<file path="src/rtl/display_pkg.sv">
`default_nettype none
// ============================================================================
// Module      : display_pkg
// Description : Shared constants for the five-digit seven-segment scanner.
// Revision    : 1.0 - initial release
// ============================================================================
package display_pkg;

    localparam int NUM_DIGITS = 5;

    // Active-low {g,f,e,d,c,b,a}
    localparam logic [6:0] SEG_BLANK = 7'b1111111;
    localparam logic [6:0] SEG_DASH  = 7'b0111111;
    localparam logic [6:0] SEG_0     = 7'b1000000;
    localparam logic [6:0] SEG_1     = 7'b1111001;
    localparam logic [6:0] SEG_2     = 7'b0100100;
    localparam logic [6:0] SEG_3     = 7'b0110000;
    localparam logic [6:0] SEG_4     = 7'b0011001;
    localparam logic [6:0] SEG_5     = 7'b0010010;
    localparam logic [6:0] SEG_6     = 7'b0000010;
    localparam logic [6:0] SEG_7     = 7'b1111000;
    localparam logic [6:0] SEG_8     = 7'b0000000;
    localparam logic [6:0] SEG_9     = 7'b0010000;

endpackage
`default_nettype wire

</file>
<file path="src/rtl/bcd_to_seg.sv">
`default_nettype none
// ============================================================================
// Module      : bcd_to_seg
// Description : Nibble plus blank flag to active-low seven-segment pattern.
// Revision    : 1.0 - initial release
// ============================================================================
module bcd_to_seg
    import display_pkg::*;
(
    input  logic [3:0] nibble_i,
    input  logic       blank_i,
    output logic [6:0] seg_n_o
);

    always_comb begin
        seg_n_o = SEG_DASH;
        if (blank_i) begin
            seg_n_o = SEG_BLANK;
        end else begin
            case (nibble_i)
                4'd0:    seg_n_o = SEG_0;
                4'd1:    seg_n_o = SEG_1;
                4'd2:    seg_n_o = SEG_2;
                4'd3:    seg_n_o = SEG_3;
                4'd4:    seg_n_o = SEG_4;
                4'd5:    seg_n_o = SEG_5;
                4'd6:    seg_n_o = SEG_6;
                4'd7:    seg_n_o = SEG_7;
                4'd8:    seg_n_o = SEG_8;
                4'd9:    seg_n_o = SEG_9;
                default: seg_n_o = SEG_DASH;
            endcase
        end
    end

endmodule
`default_nettype wire

</file>
<file path="src/rtl/bcd_display_scanner.sv">
`default_nettype none
// ============================================================================
// Module      : bcd_display_scanner
// Description : Five-digit multiplexed seven-segment driver with blanking.
// Revision    : 1.0 - initial release
// ============================================================================
module bcd_display_scanner
    import display_pkg::*;
#(
    parameter int REFRESH_DIV = 50000
) (
    input  logic        clk,
    input  logic        reset,
    input  logic [19:0] bcd_in,
    input  logic        load,
    input  logic        blank_zeros,
    output logic [6:0]  seg_n,
    output logic [4:0]  an_n,
    output logic        frame_done
);

    localparam int              CNT_W    = $clog2(REFRESH_DIV);
    localparam logic [CNT_W-1:0] CNT_MAX = CNT_W'(REFRESH_DIV - 1);
    localparam logic [2:0]      LAST_DIG = 3'(NUM_DIGITS - 1);

    logic [CNT_W-1:0] div_cnt_q, div_cnt_d;
    logic [2:0]       digit_idx_q, digit_idx_d;
    logic [19:0]      value_q, value_d;
    logic             wrap_q, wrap_d;
    logic [6:0]       seg_n_q;
    logic [4:0]       an_n_q;
    logic             frame_done_q;

    logic                  tick;
    logic [NUM_DIGITS-1:0] nz;
    logic [NUM_DIGITS-1:0] suffix_nz;
    logic [3:0]            cur_nibble;
    logic                  cur_blank;
    logic [6:0]            cur_seg_n;

    assign tick = (div_cnt_q == CNT_MAX);

    for (genvar k = 0; k < NUM_DIGITS; k++) begin : g_nz
        assign nz[k] = |value_q[4*k +: 4];
    end

    // suffix_nz[k]: some nibble at position k or above is non-zero
    always_comb begin
        suffix_nz = '0;
        suffix_nz[NUM_DIGITS-1] = nz[NUM_DIGITS-1];
        for (int k = NUM_DIGITS - 2; k >= 0; k--) begin
            suffix_nz[k] = nz[k] | suffix_nz[k+1];
        end
    end

    always_comb begin
        cur_nibble = 4'd0;
        for (int k = 0; k < NUM_DIGITS; k++) begin
            if (digit_idx_q == 3'(k)) begin
                cur_nibble = value_q[4*k +: 4];
            end
        end
        cur_blank = blank_zeros && (digit_idx_q != 3'd0) && !suffix_nz[digit_idx_q];
    end

    bcd_to_seg u_bcd_to_seg (
        .nibble_i (cur_nibble),
        .blank_i  (cur_blank),
        .seg_n_o  (cur_seg_n)
    );

    // wrap_q marks that digit 0 has just been selected internally; delaying it
    // once more lines the pulse up with digit 0's first output cycle.
    always_comb begin
        div_cnt_d   = tick ? '0 : div_cnt_q + 1'b1;
        digit_idx_d = digit_idx_q;
        if (tick) begin
            digit_idx_d = (digit_idx_q == LAST_DIG) ? 3'd0 : digit_idx_q + 3'd1;
        end
        value_d = load ? bcd_in : value_q;
        wrap_d  = tick && (digit_idx_q == LAST_DIG);
    end

    always_ff @(posedge clk) begin
        if (reset) begin
            div_cnt_q    <= '0;
            digit_idx_q  <= 3'd0;
            value_q      <= 20'd0;
            wrap_q       <= 1'b0;
            seg_n_q      <= SEG_BLANK;
            an_n_q       <= 5'b11111;
            frame_done_q <= 1'b0;
        end else begin
            div_cnt_q    <= div_cnt_d;
            digit_idx_q  <= digit_idx_d;
            value_q      <= value_d;
            wrap_q       <= wrap_d;
            seg_n_q      <= cur_seg_n;
            an_n_q       <= ~(5'b00001 << digit_idx_q);
            frame_done_q <= wrap_q;
        end
    end

    assign seg_n      = seg_n_q;
    assign an_n       = an_n_q;
    assign frame_done = frame_done_q;

endmodule
`default_nettype wire

</file>
<file path="config.mk">
export PLATFORM = sky130hd
export DESIGN_NAME = bcd_display_scanner
export DESIGN_NICKNAME = d
export VERILOG_FILES = /design/src/rtl/display_pkg.sv /design/src/rtl/bcd_to_seg.sv /design/src/rtl/bcd_display_scanner.sv
export SDC_FILE = /design/constraint.sdc
export NUM_CORES = 1
export LEC_CHECK = 0
export ABC_AREA = 1
export ABC_CLOCK_PERIOD_IN_PS = 2250
export BUFFER_PORTS_ARGS = -buffer_cell sky130_fd_sc_hd__buf_4
export CAP_MARGIN = 5
export CORE_MARGIN = 2
export CORE_UTILIZATION = 56
export DETAILED_ROUTE_END_ITERATION = 12
export GPL_TIMING_DRIVEN = 0
export PLACE_DENSITY = 0.81
export SYNTH_ARGS = -nofsm -noshare
export SYNTH_HDL_FRONTEND = slang
export SYNTH_SLANG_ARGS = --single-unit
</file>
<file path="constraint.sdc">
create_clock -name clk -period 2.25 [get_ports clk]
set_input_delay 0.225 -clock clk [delete_from_list [all_inputs] [get_ports clk]]
set_output_delay 0.225 -clock clk [all_outputs]
set_load 0.1 [all_outputs]
</file>
==> flow_summary_export.csv, run 1 <==
group,metric,value,unit
status,status,"finished, final reports clean",
synth,netlist_area,0.00252,mm^2
critical_path,r2r_end,"seg_n[3]",
finish,n_antenna_cell,0,
sta,finalCritPeriodShare,0.905,
critical_path,setup.worst_path.class,"reg -> reg",
detailed_routing,route.detailed.drc,0,
sta,timing.final.hold_violations,0,
synth,synth.distinct_cells,28,
clocking,clkLatencyLatePin,0.31,ns
critical_path,worstSetupEndpointType,"register",
detailed_routing,postRouteWirelength,5.31,mm
synth,synth_seq_cells,53,
sta,tightestPinTransition,0.533,ns
power,power_leakage,1.36,nW
clocking,cts_tree,"done",
critical_path,cp-endpoint,"seg_n[3]",
power,worst_case_vdd_ir_drop,0.377,mV
critical_path,worstSetupStartpoint,"digit_idx_q[0]",
critical_path,critical-path-slowest-cell,"sky130_fd_sc_hd__dfxtp_2",
critical_path,slowest_delay,0.36,ns
clocking,cts.htree.levels,2,
clocking,cts.clk_slew.worst_paths,0.09,ns
critical_path,critical_path_peak_fanout,7,
die,fp.dieW,71.1,um
finish,register_area,0.00106,mm^2
clocking,cts-root-buf,"sky130_fd_sc_hd__clkbuf_8",
global_route,grt_first_pass_wirelength,9.52,mm
global_route,grt_overflow,0,
die,die_h,71.1,um
synth,syn-num-nets,392,
critical_path,worst-r2r-cell-count,13,
synth,asyncSetResetFlopFracSynth,0,
die,starting_density_of_the_core,0.578,
synth,syn-instance-count,357,
placement,dpl.cell_count,445,
global_route,grt_pass1_vias,2232,
detailed_routing,met3_wire_length,188,um
die,fp-row-count,24,
finish,final_cells,453,
synth,synthDominantAreaCellType,"sky130_fd_sc_hd__dfxtp_1",
die,area_of_the_placeable_core,0.00435,mm^2
sta,slew-limit-headroom,0.644,
power,p_total,0.00197,W
synth,synth-seq-area-share,0.421,
sta,setup_viol_count_final,0,
synth,synthMostInstantiatedCell,"sky130_fd_sc_hd__nand2_1",
detailed_routing,via_count,2319,
sta,fmaxAchievable,0.491,GHz
synth,synth-edff-count,0,
sta,final.setup_skew,0.00664,ns
hold_path,hold_path_class,"in -> reg",
run,max_cap_violations,0,
detailed_routing,drt-met1-wl,2.31,mm
sta,min_period,2.04,ns
synth,postSynth.topFlopCell,"sky130_fd_sc_hd__dfxtp_1",
detailed_routing,avgRoutedWirePerCell,11.7,um
detailed_routing,detail_route.first_pass.iterations,4,
detailed_routing,post_drt_via_cell_ratio,5.12,
clocking,numCtsBuffers,5,
critical_path,crit_arrival,2.22,ns
critical_path,worstSetupStartpointType,"register",
sta,rsz0062_at_grt,"no",
finish,synthToLayoutAreaGrowth,18.7,%
finish,final_core_util,0.686,
finish,layout-drive-gt1-share,0.177,
global_route,largest_net_degree_at_the_start_of_global_routing,17,
detailed_routing,detailedRoute.firstIterationViolations,107,
critical_path,critical_path.reg2reg.startpoint,"digit_idx_q[0]",
global_route,antenna_found_initial,0,
finish,design.final.nets,435,
sta,slew_viol_final,0,
clocking,clock_sink_count,53,
die,top_level_ports,37,
finish,multiInputGateArea,0.00125,mm^2
detailed_routing,final_antenna_violating_net_count,0,
synth,yosys-top-cells-area,"sky130_fd_sc_hd__dfxtp_1, sky130_fd_sc_hd__nand2_1, sky130_fd_sc_hd__nor2_1, sky130_fd_sc_hd__inv_1, sky130_fd_sc_hd__o21ai_0",
global_route,grtUsageTotal,0.232,
critical_path,timing.critical_path.cells,"ha_1 > ha_1 > inv_1 > o21ai_0 > inv_1 > nand2_1 > nand2_1 > nand2_2 > ha_1 > inv_1 > nand3_1 > nand3_1 > nand3_1",
placement,portbufs,36,
sta,whs,0.0996,ns
synth,synth.cells.most_frequent,"sky130_fd_sc_hd__nand2_1, sky130_fd_sc_hd__nor2_1, sky130_fd_sc_hd__dfxtp_1",
power,power_density,660,mW/mm^2
placement,globalplace.congestion,0.888,
detailed_routing,top_signal_layer_used,"met4",
die,floorplan.die_area,0.00505,mm^2
synth,syn-mean-instance-area,7.06,um^2
placement,half_perimeter_wire_length_after_detailed_placement,3.99,mm
synth,yosysWarnings,0,
critical_path,reg2reg_slack,0.21,ns
critical_path,cp_data_required_time,2.43,ns
detailed_routing,met2RoutedLength,2.72,mm
clocking,clock_tree.buffer_depth,2,
synth,synth_top_cell_area_share,0.421,
finish,fillCellCount,380,
sta,tns,0,ns
[cell type report]
type                    instances  share of cell area
repair buffers                 36              0.0904
multi-input cells             248               0.419
well taps                      52              0.0218
inverters                      49              0.0615
clock buffers                   6              0.0276
clock inverters                 2              0.0126
flip-flops and latches         53               0.356
plain buffers                   7              0.0113
[worst max-delay path, delay by kind of cell (launching register included)]
| family | cells | cell delay [ns] |
|---|---|---|
| compound gates | 1 | 0.11 |
| fa+ha+maj | 3 | 0.62 |
| buf+inv | 3 | 0.28 |
| flops | 1 | 0.36 |
| simple gates | 6 | 0.55 |
[cells by family (layout without fill, tap and decap cells)]
| kind of cell | Yosys count | in the layout | share of synthesized area |
|---|---|---|---|
| AND/OR/NAND/NOR | 182 | 182 | 0.319 |
| adder cells (fa/ha/maj) | 11 | 11 | 0.0546 |
| buffers and inverters | 56 | 100 | 0.0864 |
| flip-flops | 53 | 53 | 0.421 |
| XOR/XNOR | 3 | 3 | 0.0104 |
| AO/OA/AOI/OAI | 52 | 52 | 0.108 |
[metal layers]
layer	global-route usage	vias to the layer above
li1	-	1214
met5	0	-
met1	0.271	1065
met3	0.0556	12
met2	0.415	28
met4	0.0755	0
[repair_timing]
item                       4_1_cts  5_1_grt
hold buffers                     0        0
gates resized for setup          0        7
buffers inserted                 0        0
setup endpoints to repair        0        6
[placed cells by master (no fill, tap or decap), types with 6 or more instances in the layout]
cell type,Yosys,final
sky130_fd_sc_hd__dfxtp_1,53,50
sky130_fd_sc_hd__ha_1,11,11
sky130_fd_sc_hd__nor3_1,7,7
sky130_fd_sc_hd__o21ai_0,32,32
sky130_fd_sc_hd__clkbuf_8,0,6
sky130_fd_sc_hd__nor2_1,56,54
sky130_fd_sc_hd__nand3_1,26,26
sky130_fd_sc_hd__a21oi_1,17,16
sky130_fd_sc_hd__clkbuf_1,6,6
sky130_fd_sc_hd__buf_4,0,36
sky130_fd_sc_hd__inv_1,43,43
sky130_fd_sc_hd__nand2_1,72,71
[worst min-delay path by stage]
stage / endpoint / start / cells past startpoint / slack [ns]
final: frame_done / reset / 2 / 0.1
after CTS: frame_done / reset / 2 / 0.09
after global routing: frame_done / reset / 2 / 0.09
after global placement: frame_done / wrap_q / 2 / 0.39
after detailed placement: frame_done / wrap_q / 2 / 0.40
after floorplan: frame_done / reset / 1 / 0.30
[state kept, by name (all words and copies together) (netlist names)]
signal / count
seg_n: 7
wrap_q: 1
value_q: 20
div_cnt_q: 16
frame_done: 1
digit_idx_q: 3
an_n: 5
[power by group]
group / total [W] / internal, W / switching, W
logic: 0.000297 / 0.0000918 / 0.000205
registers: 0.00100 / 0.000980 / 0.0000221
clock network: 0.000675 / 0.000362 / 0.000313
total: 0.00197 / 0.00143 / 0.000539
[metrics by stage]
step / worst slack [ns] / cell area, um^2
floorplan: 0.455 / 2520
global placement: 0.158 / 2850
detailed placement: 0.130 / 2850
CTS: 0.115 / 2970
global route: 0.0237 / 2990
finish: 0.213 / 2990
(Power assumes the default switching activity.)
==> inputs of run 2 (changes only) <==
Settings changed: ABC_AREA 1 to default, PLACE_DENSITY 0.81 to 0.82.
==> run 2 against run 1 <==
Against the previous run:
- clock power is 20% lower
- combinational power is 2% lower
- synthesized cell count is 28% lower
- via count is 18% lower
- critical path depth is 4 lower
- flip-flop and latch count stayed put
- clock skew is 0.0035 ns lower
- wire length is 13% lower
- power is 7.2% lower
- first-iteration DRC count is 34% lower
- worst setup slack worse by 0.13 ns
- worst hold slack better by 0.048 ns
- largest cell class unchanged
==> flow_summary_export.csv, run 2 <==
group,metric,value,unit
placement,globalplace.congestion,0.868,
critical_path,cp-endpoint,"seg_n[0]",
clocking,cts.clk_slew.worst_paths,0.10,ns
synth,asyncSetResetFlopFracSynth,0,
synth,synth-seq-area-share,0.438,
finish,register_area,0.00107,mm^2
finish,final_core_util,0.722,
power,sequentialPowerShare,0.547,
global_route,antenna_found_initial,0,
detailed_routing,post_drt_via_cell_ratio,5.35,
clocking,clock_sink_count,53,
synth,synth-edff-count,0,
critical_path,worstSetupEndpointType,"register",
finish,most_frequent_cells_in_the_layout,"sky130_fd_sc_hd__dfxtp_1, sky130_fd_sc_hd__nor2_1, sky130_fd_sc_hd__buf_4",
finish,flip_flop_count_of_the_largest_register_after_layout,20,
synth,syn-instance-count,256,
clocking,cts_tree,"done",
synth,synthDominantAreaCellType,"sky130_fd_sc_hd__dfxtp_1",
sta,tightestPinTransition,0.720,ns
critical_path,worst-r2r-cell-count,9,
global_route,grt.met2_usage,0.311,
sta,rsz0062_at_grt,"yes",
sta,slew-limit-headroom,0.520,
detailed_routing,detail_route.first_pass.iterations,5,
clocking,clock_tree.buffer_depth,2,
global_route,grtUsageTotal,0.199,
global_route,grt_first_pass_wirelength,8.08,mm
synth,synth.cells.most_frequent,"sky130_fd_sc_hd__dfxtp_1, sky130_fd_sc_hd__nor2_1, sky130_fd_sc_hd__mux2i_1",
finish,n_antenna_cell,0,
detailed_routing,final_antenna_violating_net_count,0,
power,worst_case_vdd_ir_drop,0.443,mV
critical_path,critical_path.reg2reg.startpoint,"digit_idx_q[0]",
synth,synth_seq_cells,53,
synth,netlist_area,0.00242,mm^2
critical_path,reg2reg_slack,0.09,ns
finish,top_reg_by_flops,"value_q",
finish,fillCellCount,322,
die,floorplan.die_area,0.00487,mm^2
die,area_of_the_placeable_core,0.00409,mm^2
clocking,cts.htree.levels,2,
power,switching_power,0.000532,W
die,top_level_ports,37,
critical_path,critical_path_peak_fanout,6,
critical_path,r2r_end,"seg_n[0]",
die,fp-row-count,23,
synth,yosys-top-cells-area,"sky130_fd_sc_hd__dfxtp_1, sky130_fd_sc_hd__mux2i_1, sky130_fd_sc_hd__nor2_1, sky130_fd_sc_hd__ha_1, sky130_fd_sc_hd__xor2_1",
sta,timing.final.hold_violations,0,
detailed_routing,avgRoutedWirePerCell,12.9,um
critical_path,worstSetupStartpointType,"register",
synth,yosysWarnings,0,
synth,syn-num-nets,291,
finish,synthToLayoutAreaGrowth,21.8,%
synth,synth_top_cell_area_share,0.438,
detailed_routing,route.detailed.drc,0,
global_route,largest_net_degree_at_the_start_of_global_routing,18,
clocking,numCtsBuffers,5,
power,power_frac_clock,0.295,
power,power.share.switching,0.290,
clocking,cts_hold_repair.buffers,0,
sta,fmaxAchievable,0.462,GHz
clocking,clkLatencyLatePin,0.30,ns
run,max_cap_violations,0,
critical_path,crit_arrival,2.36,ns
sta,final.setup_skew,0.00309,ns
detailed_routing,detailedRoute.firstIterationViolations,71,
synth,postSynth.topFlopCell,"sky130_fd_sc_hd__dfxtp_1",
sta,finalCritPeriodShare,0.961,
synth,syn-mean-instance-area,9.46,um^2
sta,setup_viol_count_final,0,
status,status,"finished, final reports clean",
finish,layout-drive-gt1-share,0.270,
sta,tns,0,ns
die,die_h,69.8,um
global_route,grt.met1_usage,0.282,
critical_path,setup.worst_path.class,"reg -> reg",
finish,design.final.nets,341,
synth,synthMostInstantiatedCell,"sky130_fd_sc_hd__dfxtp_1",
detailed_routing,via_count,1910,
die,fp.dieW,69.8,um
global_route,top_usage_layer,"met2",
sta,slew_viol_final,0,
detailed_routing,postRouteWirelength,4.59,mm
die,starting_density_of_the_core,0.593,
critical_path,worstSetupStartpoint,"digit_idx_q[0]",
sta,min_period,2.16,ns
global_route,grt_overflow,0,
finish,multiInputGateArea,0.00129,mm^2
power,power_density,620,mW/mm^2
placement,half_perimeter_wire_length_after_detailed_placement,3.40,mm
global_route,grt_pass1_vias,1843,
power,internal_power,0.00130,W
power,p_total,0.00183,W
finish,layout_commonest_cell,"sky130_fd_sc_hd__dfxtp_1",
synth,synth.distinct_cells,45,
power,power_leakage,1.23,nW
power,comb_power_share,0.158,
clocking,cts-root-buf,"sky130_fd_sc_hd__clkbuf_8",
global_route,globalRouteMet3Util,0.0349,
placement,portbufs,35,
critical_path,cp_data_required_time,2.45,ns
hold_path,hold_path_class,"in -> reg",
-- run 2: power by group through the flow --
stage | Combinational (W) | Clock, W | Sequential (W)
4_1_cts | 0.000288 | 0.000545 | 0.00100
3_3_place_gp | 0.000278 | 0 | 0.00102
3_5_place_dp | 0.000283 | 0 | 0.00103
6_report | 0.000290 | 0.000540 | 0.00100
5_1_grt | 0.000312 | 0.000585 | 0.00101
2_1_floorplan | 0.000114 | 0 | 0.00111
-- run 2: how the worst min path moves through the flow --
stage / from / to / slack, ns / cells after the start
after CTS: bcd_in[5] / value_q[5] / 0.15 / 3
after floorplan: bcd_in[0] / value_q[0] / 0.37 / 2
after global placement: wrap_q / frame_done / 0.43 / 1
final: bcd_in[0] / value_q[0] / 0.15 / 3
after global routing: bcd_in[5] / value_q[5] / 0.15 / 3
after detailed placement: wrap_q / frame_done / 0.42 / 1
-- run 2: cell families after synthesis --
kind of cell / Yosys count / share of synthesized area
AO/OA/AOI/OAI: 33 / 0.111
multiplexers: 24 / 0.0992
adder cells (fa/ha/maj): 11 / 0.0568
AND/OR/NAND/NOR: 101 / 0.201
buffers and inverters: 21 / 0.0470
XOR/XNOR: 13 / 0.0470
flip-flops: 53 / 0.438
-- run 2: worst max-delay path: stages (launching register included) --
cell	delay (ns)
sky130_fd_sc_hd__dfxtp_4	0.37
sky130_fd_sc_hd__ha_2	0.19
sky130_fd_sc_hd__ha_4	0.18
sky130_fd_sc_hd__or2_4	0.24
sky130_fd_sc_hd__a221o_1	0.31
sky130_fd_sc_hd__a31oi_4	0.26
sky130_fd_sc_hd__inv_2	0.08
sky130_fd_sc_hd__ha_1	0.21
sky130_fd_sc_hd__mux2i_1	0.15
sky130_fd_sc_hd__o21ai_2	0.07
-- run 2: metrics by stage --
stage	worst slack [ns]	cell area [um^2]	instances	hold slack, ns
final	0.0873	2950	357	0.148
after global routing	-0.00733	2950	357	0.152
after CTS	0.00473	2870	351	0.148
after detailed placement	-0.356	2750	341	0.420
after global placement	-0.292	2750	341	0.426
after floorplan	0.0283	2420	256	0.373
-- run 2: final cells by class --
cell class	count	share of cell area
Buffer	10	0.0246
Clock buffer	5	0.0233
Clock inverter	3	0.00763
Inverter	11	0.0140
Multi-Input combinational cell	182	0.437
Sequential cell	53	0.362
Tap cell	50	0.0212
Timing Repair Buffer	43	0.109
-- run 2: layer usage --
| metal | routed length [um] | vias to the layer above |
|---|---|---|
| li1 | - | 987 |
| met1 | 2280 | 867 |
| met2 | 2030 | 50 |
| met3 | 238 | 6 |
| met4 | 40 | 0 |
| met5 | 0 | - |
-- run 2: timing repair --
item                       in CTS  in global routing
gates cloned                    0                  0
pin swaps                       1                  3
resized for setup               5                 11
setup endpoints to repair       7                  6
setup buffers                   2                  6
